[src/rtl/myfunc_sweep_ctrl.sv]
// myfunc_sweep_ctrl: sweeps the 16 input combinations of a myfunc cell, captures its truth table and checks it against EXPECTED
module myfunc_sweep_ctrl #(
  parameter int unsigned SETTLE = 2,
  parameter logic [15:0] EXPECTED = 16'hFF50
) (
  input  logic        clk,
  input  logic        rst,
  input  logic        start,
  input  logic        abort,
  output logic        busy,
  output logic        done,
  output logic        dut_a,
  output logic        dut_b,
  output logic        dut_c,
  output logic        dut_d,
  input  logic        dut_o,
  output logic [15:0] table_out,
  output logic [4:0]  err_count,
  output logic [3:0]  first_err_idx,
  output logic        err_valid,
  output logic        pass
);
  typedef enum logic [1:0] {IDLE, DRIVE, SAMPLE, DONE} state_t;
  localparam logic [3:0] SETTLE_LAST = 4'(SETTLE - 1);
  state_t state;
  logic [3:0] idx, cnt;
  logic bit_o, miss;
  assign bit_o = (dut_o === 1'b1);
  assign miss = bit_o != EXPECTED[idx];
  assign {dut_a, dut_b, dut_c, dut_d} = busy ? idx : 4'd0;
  always_ff @(posedge clk) begin
    if (rst) begin
      state <= IDLE;
      idx <= '0;
      cnt <= '0;
      busy <= 1'b0;
      done <= 1'b0;
      table_out <= '0;
      err_count <= '0;
      first_err_idx <= '0;
      err_valid <= 1'b0;
      pass <= 1'b0;
    end else begin
      done <= 1'b0;
      case (state)
        IDLE: if (start && !abort) begin
          state <= DRIVE;
          idx <= '0;
          cnt <= '0;
          busy <= 1'b1;
          table_out <= '0;
          err_count <= '0;
          first_err_idx <= '0;
          err_valid <= 1'b0;
          pass <= 1'b0;
        end
        DRIVE: if (abort) begin
          state <= IDLE;
          busy <= 1'b0;
        end else begin
          cnt <= cnt + 4'd1;
          state <= (cnt == SETTLE_LAST) ? SAMPLE : DRIVE;
        end
        SAMPLE: if (abort) begin
          state <= IDLE;
          busy <= 1'b0;
        end else begin
          table_out[idx] <= bit_o;
          if (miss) begin
            err_count <= err_count + 5'd1;
            if (!err_valid) begin
              first_err_idx <= idx;
              err_valid <= 1'b1;
            end
          end
          if (idx == 4'd15) begin
            state <= DONE;
            busy <= 1'b0;
            done <= 1'b1;
          end else begin
            state <= DRIVE;
            idx <= idx + 4'd1;
            cnt <= '0;
          end
        end
        DONE: begin
          state <= IDLE;
          pass <= (err_count == 5'd0);
        end
        default: state <= IDLE;
      endcase
    end
  end
endmodule

[config.mk]
export PLATFORM = sky130hd
export DESIGN_NAME = myfunc_sweep_ctrl
export DESIGN_NICKNAME = d
export VERILOG_FILES = /design/src/rtl/myfunc_sweep_ctrl.sv
export SDC_FILE = /design/constraint.sdc
export NUM_CORES = 1
export LEC_CHECK = 0
export ABC_AREA = 1
export CAP_MARGIN = 15
export CORE_MARGIN = 5
export CORE_UTILIZATION = 53
export CTS_BUF_LIST = sky130_fd_sc_hd__clkbuf_16
export CTS_CLUSTER_SIZE = 10
export DETAILED_ROUTE_END_ITERATION = 10
export GPL_TIMING_DRIVEN = 0
export PLACE_DENSITY = 0.79
export SKIP_LAST_GASP = 1
export SLEW_MARGIN = 20
export SYNTH_ARGS = -nofsm -noshare
export SYNTH_HDL_FRONTEND = slang
export SYNTH_SLANG_ARGS = --single-unit
[constraint.sdc]
create_clock -name clk -period 2.1 [get_ports clk]
set_input_delay 0.525 -clock clk [delete_from_list [all_inputs] [get_ports clk]]
set_output_delay 0.525 -clock clk [all_outputs]
set_load 0.03 [all_outputs]
* After elaboration in Yosys (flattened, before gate mapping)
Memory sizes are Yosys's and may differ from the RTL's. A register that Yosys moved wholly into a read port is not among the register bits.
Index checks and enable logic that the tools add are counted.
** Storage, ports and cells
- Register bits :: 39
- Latch bits :: 0
- RAM bits :: 0
- Bits in read-only memories :: 16
- Output and inout bits :: 33
- Memories kept :: 1
** Memory list
- (name not given) :: depth 16, bits a word 1, rd ports 1, clocked after Yosys merged registers in 1, wr ports 0, line 29 : assign miss = bit_o != EXPECTED[idx];
** Operators by class
- Add/sub/neg operators :: 3
- $mul :: 0
- Div/mod/pow operators :: 0
- Magnitude comparators :: 2
- Equal/unequal tests :: 15
- Shift operators :: 0
- Muxes and demuxes :: 43
- Bitwise operators :: 1
- Reductions and logical operators :: 16
** Operator list (count)
- 4-bit 2-to-1 mux :: 12
- 16-bit 2-to-1 mux :: 2
- 16-bit case mux with 2 select lines :: 1
- 16-bit bitwise mux :: 1
- 4-bit case mux with 2 select lines :: 2
- 5-bit 2-to-1 mux :: 3
- 2-bit != test (second input constant) :: 7
- 4-bit case mux with 3 select lines :: 1
- 4-bit AND reduction :: 3
- 1-bit 2-to-1 mux :: 10
- 2-bit 2-to-1 mux :: 5
- 5-bit case mux with 2 select lines :: 1
- 5-bit AND reduction :: 2
- 4-bit by 1-bit adder with 4-bit output (second input constant) :: 2
- 2-bit case mux with 4 select lines :: 1
- 5-bit by 1-bit adder with 5-bit output (second input constant) :: 1
- 5-bit logical NOT :: 1
- 4-bit by 5-bit < comparator with 1-bit output (second input constant) :: 1
- 1-bit demux with 4-bit select :: 1
- 2-bit equality test (second input constant) :: 2
- 4-bit by 1-bit equality test with 1-bit output (second input constant) :: 1
- 4-bit equality test (second input constant) :: 1
- 4-bit by 1-bit >= comparator with 1-bit output (second input constant) :: 1
- 1-bit case mux with 2 select lines :: 2
- other kinds (14) :: 16

* Longest topological paths before layout
Gate-level depths: netlist of run 1.
- Depth in word-level cells :: 7
- Mapped depth :: 12
- Gate-level depth less buffers :: 11

* Worst setup path after synthesis of run 1
No wires, ideal clock.
- Path type :: register to register
- Start point :: reg state[0]
- End point :: reg with a tool-made name
- Library setup time :: 0.112 ns
- Arrival :: 1.410 ns
- Data required time :: 1.988 ns
- Path slack :: 0.578 ns
- Cell stages (with the launch flop) :: 12
- Path buffers :: 1
- Cells stage by stage :: dfxtp_1 > inv_1 > ha_1 > buf_2 > nand2_1 > inv_1 > a21oi_4 > nand2_2 > nor2_1 > nor2_2 > inv_2 > nand2_1
** RTL lines
- start: declaration :: line 25 : state_t state;
- start signal: assignment :: line 62 : state <= (cnt == SETTLE_LAST) ? SAMPLE : DRIVE;

* Worst setup path in the final report of run 1
- Start point :: reg err_count[2]
- End point :: out err_count[2]
** RTL lines
- start: declaration :: line 18 : output logic [4:0] err_count,
- start signal: assignment :: line 70 : err_count <= err_count + 5'd1;
No word-level cell between the ends.

==> metrics.md, run 1 <==
| Metric | Value |
|---|---|
| Die area | 5700 sq um |
| Finished Cell Area | roughly 2900 sq um |
| EDFF count, synth | 0 |
| Worst path cell trace | clkdlybuf4s50_1 |
| Die Height | 75.5 um |
| Num ports | 38 |
| Area leader, netlist | dfxtp_1 |
| Area share of the leading cell type in the synthesized netlist | approximately a third |
| Top-count cell post-synth | nand2_1 |
| Remaining Overflow, GRT | 0 |
| Cell Pwr Density | between 700 and 800 nW/um^2 |
| Post-route minimum period | 1.96 ns |
| Crit Path Category | reg -> out |
| Core area | slightly above 4000 sq um |
| Final setup viols | 0 |
| Critical path data required time | roughly 1.6 ns |
| Die Wd | 75.5 um |
| Cell Area, Placed | 2700 sq um |
| Via density | between 5 and 6 |
| Netlist Area Pre-Place | between 2000 and 2500 sq um |
| CTS buffer count | 5 |
| CP arrival | around 1.4 ns |
| Max Clock Freq | 509 MHz |
| Status | complete, no violations |
| Clk root buf | clkbuf_16 |
| Max Cap Violations | 0 |
| Initial DRC Count | approximately 150 |
| Path depth of the worst reg2reg path | 11 |
| Post-Syn Instances | 319 |
| Metal-1 WL | ~2500 um |
| Fraction of layout cells with a size suffix above 1 | ~14% |
| Syn. warnings | 0 |
| Final Max Tran Viols | 0 |
| Worst Path Buf+Inv | 1 |
| DR WL/cell | 13.3 um |
| Met2 WL | 2620 um |
| Flops & latches, synth | 40 |
| CP endpoint kind | output port |
| TNS Setup | 0 ns |
| Worst IR Drop VDD | 0.000538 V |
| CP max-delay cell | clkdlybuf4s50_1 |
| Top_reg_cell synth | dfxtp_1 |
| Fin crit share | between 90 and 100% |
| Hold depth | 2 |
| Area contributors post-synth | dfxtp_1 (35%), nand2_1 (12%), ha_1 (7.2%) |
| DR vias | 2177 |
| Post-Syn Area per Cell | 7.13 sq um |
| CP max stage delay | roughly 0.72 ns |
| # diodes | 0 |
| Final net count | 380 |
| Leak Pwr | 0.00121 uW |
| Clock sinks | 40 |
| Critical path depth | 1 |
| GPL Wtd Cong | 0.938 |
| Number of global-route vias before repair | slightly below 2000 |
| Dpl hpwl | about 4000 um |
| Relative slew slack | between 50% and 60% |
| Starting Density | between 50% and 60% |
| Setup bufs post-CTS | 0 |
| Cell family with most CP delay | buffers and inverters |
| Routed Antenna Nets | 0 |
| Reg clk slew, reported paths | roughly 0.060 ns |
| Hold Path Class | reg -> reg |
| CP Launch Type | flip-flop |
| H-Tree Depth | 2 |
| Final wirelength | 5510 um |
| Detail Route met3 WL | just under 300 um |
| Post-synthesis cell type count | 29 |
| Max Buffers Root-to-Sink | 2 |
| Antenna violations before repair | 0 |
| First-pass GRT wire length | 8960 um |
| TritonCTS clock tree | done |
| Area growth syn-to-layout | 26.1% |
| Layout Skew | 0.00527 ns |
| Post-Syn Nets | 337 |
| Std cell rows | 23 |
| DRC errors left | 0 |
| Ys async rst share | 0% |
| Pin count of the biggest net entering global routing | 13 |
| Hold Fails Final Rpt | 0 |
| Quantity of hold-fixing buffers added after cts | 0 |
| IO buf count | 36 |
| DR pass1 iterations | 4 |
| Max layer used | met4 |
| Clock latency on the worst-skew pair | between 0.2 and 0.3 ns |
| Actual slew at the worst max-slew pin | 0.658 ns |
| Hold WS | 0.466 ns |
| Tot GR Track Use | 20.4% |
| Sequential share of the synthesized area | a little over a third |
| RSZ-0062 raised after global routing | no |
| Most frequent cells after synthesis | nand2_1 (71), dfxtp_1 (40), nor2_1 (38) |
| Crit Path Max Fanout | 6 |
[through the flow]
step	setup slack, ns	cells	util (%)	total power (uW)
2_1_floorplan	0.578	319	-	1170
3_3_place_gp	0.0451	405	66.0	1280
3_5_place_dp	0.0126	405	66.0	1290
4_1_cts	0.0521	413	70.0	2130
5_1_grt	0.115	413	70.1	2220
6_report	0.136	413	70.1	2130
[area by class of cell]
cell class / instances / area (sq um)
Sequential cell: 40 / 801
Buffer: 11 / 61.3
Inverter: 35 / 131
Clock buffer: 5 / 125
Clock inverter: 3 / 38.8
Timing Repair Buffer: 36 / 367
Fill cell: 350 / 1220
Tap cell: 50 / 62.6
Multi-Input combinational cell: 233 / 1280
[logic make-up after synthesis]
kind of cell	share of synthesized area [%]
buffers and inverters	8.48
and+or+nand+nor	30.0
AOI/OAI and AO/OA	17.2
adders and majority gates	7.15
xor gates and xnor gates	1.93
DFF	35.2
[repair_timing]
action                                  4_1_cts  5_1_grt
endpoints found under the setup margin        1        3
endpoints found under the hold margin         0        0
gates resized for setup                       1        3
[tightest hold or removal path, delay by kind of cell (launching register included)]
family          cells  cell delay (ns)
simple gates        1             0.06
flops               1             0.31
compound gates      1             0.05
[where the power goes]
part / total, uW / internal [uW] / switching [uW]
registers: 839 / 795 / 44.3
clock network: 846 / 554 / 293
logic: 444 / 150 / 294
[placed cells by master, fill, tap and decap left out, types with 3 or more instances in the layout]
master           instances
nand3_1                 27
inv_2                    7
nand2_2                  4
o21ai_1                  8
o21ai_0                 11
clkbuf_16                5
ha_1                    13
inv_1                   29
dfxtp_1                 40
nor2_1                  38
buf_2                    4
a21oi_2                  9
clkbuf_1                 4
xor2_1                   4
dlymetal6s2s_1           3
o21ai_2                  9
clkdlybuf4s50_1         32
nand2_1                 71
a21oi_1                 23
nor2_2                   3
[flip-flops by register name (all words and copies together) (netlist names), named ones only]
| name | count |
|---|---|
| cnt | 4 |
| err_valid | 1 |
| first_err_idx | 4 |
| busy | 1 |
| err_count | 5 |
| state | 2 |
| pass | 1 |
| idx | 4 |
| table_out | 16 |
| done | 1 |
[layer usage]
| layer | vias to the layer above | track usage (%) |
|---|---|---|
| li1 | 1119 | - |
| met1 | 997 | 27.3 |
| met2 | 56 | 33.4 |
| met3 | 5 | 4.22 |
| met4 | 0 | 5.63 |
| met5 | - | 0 |
[worst paths after layout]
| path | startpoint | endpoint | slack, ns |
|---|---|---|---|
| worst min-delay path | pass | pass | 0.47 |
| worst min register to register | pass | pass | 0.47 |
| worst max register to register | state[0] | table_out[9] | 0.30 |
| worst max-delay path | err_count[2] | err_count[2] | 0.14 |
No activity file was read; power rests on OpenSTA's default activity.
==> inputs of run 2 (changes only) <==
ABC_AREA = not set   (was 1)
CORE_MARGIN = not set   (was 5)
CORE_UTILIZATION = 52   (was 53)
PLACE_DENSITY = 0.78   (was 0.79)
==> run 2 against run 1 <==
  * Critical path type unchanged
  * Cell count shrank 13%
  * Via count shrank 7.1%
  * Fmax shrank 2.4%
  * Clock skew shrank 0.0017 ns
  * Synthesized cell count shrank 18%
  * Power shrank 24%
  * Critical endpoint is now err_count[3]
  * Global-route usage grew 5.6 points
  * Setup slack lost 0.049 ns
==> metrics.md, run 2 <==
| Metric | Value |
|---|---|
| Remaining Overflow, GRT | 0 (unchanged) |
| DRC errors left | 0 (unchanged) |
| Actual slew at the worst max-slew pin | 0.545 ns (-0.113 ns) |
| Die area | 4420 sq um (-22%) |
| Top_reg_cell synth | dfxtp_1 |
| Crit Path Category | reg -> out |
| Max Clock Freq | 497 MHz (-2.4%) |
| Post-Syn Area per Cell | 8.22 sq um (+15%) |
| Clock sinks | 40 (unchanged) |
| Area leader, netlist | dfxtp_1 |
| IO buf count | 37 (+2.8%) |
| Pin count of the biggest net entering global routing | 13 (unchanged) |
| Die Height | 66.5 um (-12%) |
| Fin crit share | 95.8% (+2.3 points) |
| Reg clk slew, reported paths | 0.06 ns (about the same) |
| Netlist Area Pre-Place | 2160 sq um (-4.9%) |
| Post-route minimum period | 2.01 ns (+0.0487 ns) |
| Syn. warnings | 0 (unchanged) |
| Crit Path Max Fanout | 6 (unchanged) |
| Finished Cell Area | 2770 sq um (-3.4%) |
| Final Max Tran Viols | 0 (unchanged) |
| GPL Wtd Cong | 0.866 (-7.7%) |
| Number of global-route vias before repair | 1765 (-9.1%) |
| TritonCTS clock tree | done |
| Cell family with most CP delay | buffers and inverters |
| EDFF count, synth | 0 (unchanged) |
| Most frequent cells in the layout | dfxtp_1 (39), a21oi_1 (35), clkdlybuf4s50_1 (33) |
| Hold WS | 0.478 ns (+0.0127 ns) |
| Placed cells | 350 (-14%) |
| DR WL/cell | 14.5 um (+8.9%) |
| Worst path cell trace | clkdlybuf4s50_1 |
| Layout Skew | 0.00353 ns (-0.00174 ns) |
| Clk root buf | clkbuf_16 |
| Hold Path Class | reg -> reg |
| Ys async rst share | 0% (unchanged) |
| Die Wd | 66.5 um (-12%) |
| Worst IR Drop VDD | 0.000418 V (-22%) |
| Max Buffers Root-to-Sink | 2 (unchanged) |
| H-Tree Depth | 2 (unchanged) |
| CP endpoint kind | output port |
| Flops & latches, synth | 40 (unchanged) |
| Sequential cell area | 802 sq um (+0.16%) |
| Post-route insts no fill | 359 (-13%) |
| Via density | 5.63 (+6.9%) |
| Fraction of layout cells with a size suffix above 1 | 9.71% (-4.6 points) |
| # diodes | 0 (unchanged) |
| Fillcell total | 357 (+2.0%) |
| Area share of the leading cell type in the synthesized netlist | 37.0% (+1.8 points) |
| Status | complete, no violations |
| Max FFs per register | 16 (unchanged) |
| Worst Path Buf+Inv | 1 (unchanged) |
| Final setup viols | 0 (unchanged) |
| Hold Fails Final Rpt | 0 (unchanged) |
| First-pass GRT wire length | 8660 um (-3.3%) |
| Most flops, register | table_out |
| RSZ-0062 raised after global routing | no |
| Quantity of hold-fixing buffers added after cts | 0 (unchanged) |
| Critical path data required time | 1.57 ns (about the same) |
| Tot GR Track Use | 26.0% (+5.6 points) |
| CP max stage delay | 0.73 ns (about the same) |
| Cell Area, Placed | 2590 sq um (-3.8%) |
| CP arrival | 1.49 ns (+0.05 ns) |
| Commonest non-fill, non-tap cell in the layout | dfxtp_1 |
| CP max-delay cell | clkdlybuf4s50_1 |
| Num ports | 38 (unchanged) |
| Clock latency on the worst-skew pair | 0.28 ns (about the same) |
| Max Cap Violations | 0 (unchanged) |
| Relative slew slack | 63.7% (+7.5 points) |
| Initial DRC Count | 195 (+31%) |
| Area growth syn-to-layout | 28.0% |
| Top-count cell post-synth | dfxtp_1 |
| DR pass1 iterations | 4 (unchanged) |
| Final wirelength | 5210 um (-5.3%) |
| CP Launch Type | flip-flop |
| Routed Antenna Nets | 0 (unchanged) |
| Post-Syn Instances | 263 (-18%) |
| Post-Syn Nets | 281 (-17%) |
| Leak Pwr | 0.00104 uW (-14%) |
| Sequential share of the synthesized area | 37.0% (+1.8 points) |
| DR vias | 2022 (-7.1%) |
| Final net count | 326 (-14%) |
| Std cell rows | 23 (unchanged) |
| Starting Density | 54.1% (-1.6 points) |
| Most frequent cells after synthesis | dfxtp_1 (40), a21oi_1 (36), nand3_1 (23) |
| Cell Pwr Density | 587 nW/um^2 (-21%) |
| Core area | 4000 sq um (-2.1%) |
| Largest regs | table_out: 16 flops, err_count: 5 flops |
| CTS buffer count | 5 (unchanged) |
| Antenna violations before repair | 0 (unchanged) |
| Dpl hpwl | 3660 um (-9.5%) |
| Multi-input gate area | 1260 sq um (-1.8%) |
| Area contributors post-synth | dfxtp_1 (37%), a21oi_1 (8.3%), ha_1 (7.5%) |
| Post-synthesis cell type count | 42 (+45%) |
-- run 2: changes by cell type in the layout (fill, tap and decap cells not counted), sizes merged, moves of 4 or more --
cell / previous run / this run
nor2: 43 / 20
a21boi: 0 / 10
nand3: 27 / 23
o21ai: 28 / 22
and2: 0 / 11
a21oi: 33 / 38
clkbuf: 9 / 15
xor2: 4 / 0
nor2b: 0 / 8
mux2i: 0 / 6
buf: 7 / 11
inv: 36 / 8
nand2: 77 / 8
-- run 2: path summary, 6_finish.rpt --
check / from / to / slack, ns / depth (start not counted)
hold reg to reg: table_out[10] / table_out[10] / 0.48 / 2
hold / removal: table_out[10] / table_out[10] / 0.48 / 2
setup / recovery: err_count[3] / err_count[3] / 0.09 / 1
setup reg to reg: state[0] / first_err_idx[3] / 0.19 / 9
-- run 2: kinds of logic after synthesis --
family,count (synthesis),share of synthesized area (%)
and+or+nand+nor,90,23.0
AOI/OAI and AO/OA,85,23.7
DFF,40,37.0
buffers and inverters,28,5.61
adders and majority gates,13,7.52
muxes,6,2.78
xor gates and xnor gates,1,0.405
-- run 2: through the flow --
stage	setup TNS, ns	power [uW]	worst slack (ns)	utilization [%]
2_1_floorplan	0	867	0.340	-
3_3_place_gp	-4.24	903	-0.205	64.9
3_5_place_dp	-4.22	904	-0.220	64.9
4_1_cts	0	1630	0.0249	68.4
5_1_grt	0	1690	0.0368	69.2
6_report	0	1620	0.0877	69.2
-- run 2: layer usage --
| layer | part of all wire (%) | wire [um] | up-vias | track usage, % |
|---|---|---|---|---|
| li1 | - | - | 1016 | - |
| met3 | 2.9 | 152 | 8 | 6.68 |
| met2 | 49 | 2570 | 47 | 42.6 |
| met1 | 46 | 2420 | 951 | 34.1 |
| met4 | 1.2 | 63 | 0 | 5.85 |
| met5 | 0 | 0 | - | 0 |
-- run 2: where the power goes --
group,internal [uW],switching [uW],total (uW)
clock network,431,296,727
logic,51.5,77.3,129
registers,763,5.02,768
total,1250,378,1620
-- run 2: timing repair --
action | CTS | global route
setup buffers | 0 | 2
resized for setup | 4 | 10
setup endpoints to repair | 4 | 19
pin swaps | 0 | 1
-- run 2: layout make-up --
class                   instances  share of cell area, %
plain buffers                  19                   3.35
flip-flops and latches         40                   29.0
clock inverters                 3                  0.497
clock buffers                   5                   4.52
inverters                       8                   1.08
multi-input cells             195                   45.4
repair buffers                 39                   13.9
well taps                      50                   2.26
==> RTL change, RTL diff (flow settings as in run 2) <==
The parameter `EXPECTED` goes from 16'hFF50 to 16'h7FA8.
--- a/src/rtl/myfunc_sweep_ctrl.sv
+++ b/src/rtl/myfunc_sweep_ctrl.sv
@@ -2,5 +2,5 @@
 module myfunc_sweep_ctrl #(
   parameter int unsigned SETTLE = 2,
-  parameter logic [15:0] EXPECTED = 16'hFF50
+  parameter logic [15:0] EXPECTED = 16'h7FA8
 ) (
   input  logic        clk,
Formal check against the unedited RTL: same outputs for any inputs over 10 cycles, from zero or initial values and one cycle with rst high; that may be too few to reach the edited logic, so the function may still have changed.
==> RTL change against run 2 <==
The run now ends with DRC left. Fmax is 2.1% lower. Critical path depth increased by 6. Global-route usage fell by 0.30 points. Sequential share of layout area up 0.058 points. First-iteration DRC count fell by 27%. Total power up 0.73%. Wire length rose by 2.9%. Clock power up 2.9%. Cell area about the same. Sequential cell count stayed put. Synthesized area is 0.17% lower. Count of clock-buffer cells in the layout unchanged. Worst setup slack got worse by 42 ps.
==> RTL change: results <==
[status]
violations = "DRC"
status = "finished, violations left"

[drt]
vias_per_cell = 5.650
wl_per_cell_um = 14.90
drc = 2
dr.pass1.iters = 7
drt_iter0_drc = 142

[synth]
synth.avg_cell_area_um2 = 8.145
synth_compound_area_share_pct = 24.35
synthMuxAreaShare_pct = 0.9275

[timing]
clock_skew_ps = 2.891

[placement]
place_inst = 352
dp_slack_ps = -227.7
dp_hpwl_mm = 3.750
place_congestion = 0.8689

[setup_path]
r2r_end = "err_count[4]$_SDFFE_PP0P_"
startpoint = "start"
reg2reg_setup_slack_ps = 100
end_kind = "flip-flop"
worstPathMaxFanout = 9

[finish]
nFillCells = 358
drive_gt1_share_pct = 10.97
nNetsFinal = 327

[global_route]
grt_usage_pct = 25.72
grt_pass1_wl_mm = 8.418

[pwr]
p_leak_nw = 1.032
RTL change: layout make-up:
| cell class | instances | area [um2] | area share, % |
|---|---|---|---|
| well taps | 50 | 62.56 | 2.261 |
| inverters | 10 | 37.54 | 1.357 |
| clock inverters | 3 | 18.77 | 0.6784 |
| repair buffers | 37 | 370.4 | 13.39 |
| flip-flops and latches | 40 | 803.3 | 29.04 |
| multi-input cells | 198 | 1235 | 44.64 |
| clock buffers | 5 | 125.1 | 4.523 |
| plain buffers | 17 | 113.9 | 4.116 |
RTL change: power by group:
| group | total [mW] | internal [mW] | switching, mW |
|---|---|---|---|
| clock network | 0.748 | 0.436 | 0.313 |
| logic | 0.119 | 0.0439 | 0.0755 |
| registers | 0.768 | 0.763 | 0.00493 |
| total | 1.64 | 1.24 | 0.393 |
RTL change: critical path, stage by stage:
cell and delay, ps:
clkdlybuf4s50_1 500, nor2b_2 260, a22o_1 160, buf_4 170
nand3_2 130, or3_1 370, a21oi_1 140
RTL change: kinds of logic after synthesis:
kind of cell | after synthesis
buffers and inverters | 27
adder cells (fa/ha/maj) | 13
XOR/XNOR | 2
multiplexers | 2
flip-flops | 40
AND/OR/NAND/NOR | 91
AO/OA/AOI/OAI | 90
RTL change: per-layer routing:
| metal | part of all wire (%) | vias up | GRT usage, % |
|---|---|---|---|
| met3 | 5.3 | 5 | 5.172 |
| met2 | 46 | 64 | 39.67 |
| met1 | 47 | 945 | 35.30 |
| met5 | 0 | - | 0 |
| li1 | - | 1020 | - |
| met4 | 1.1 | 0 | 9.043 |
RTL change: timing repair:
action	4_1_cts	5_1_grt
resized for setup	4	10
pin swaps	0	1
buffers inserted	0	0
setup endpoints to repair	4	25
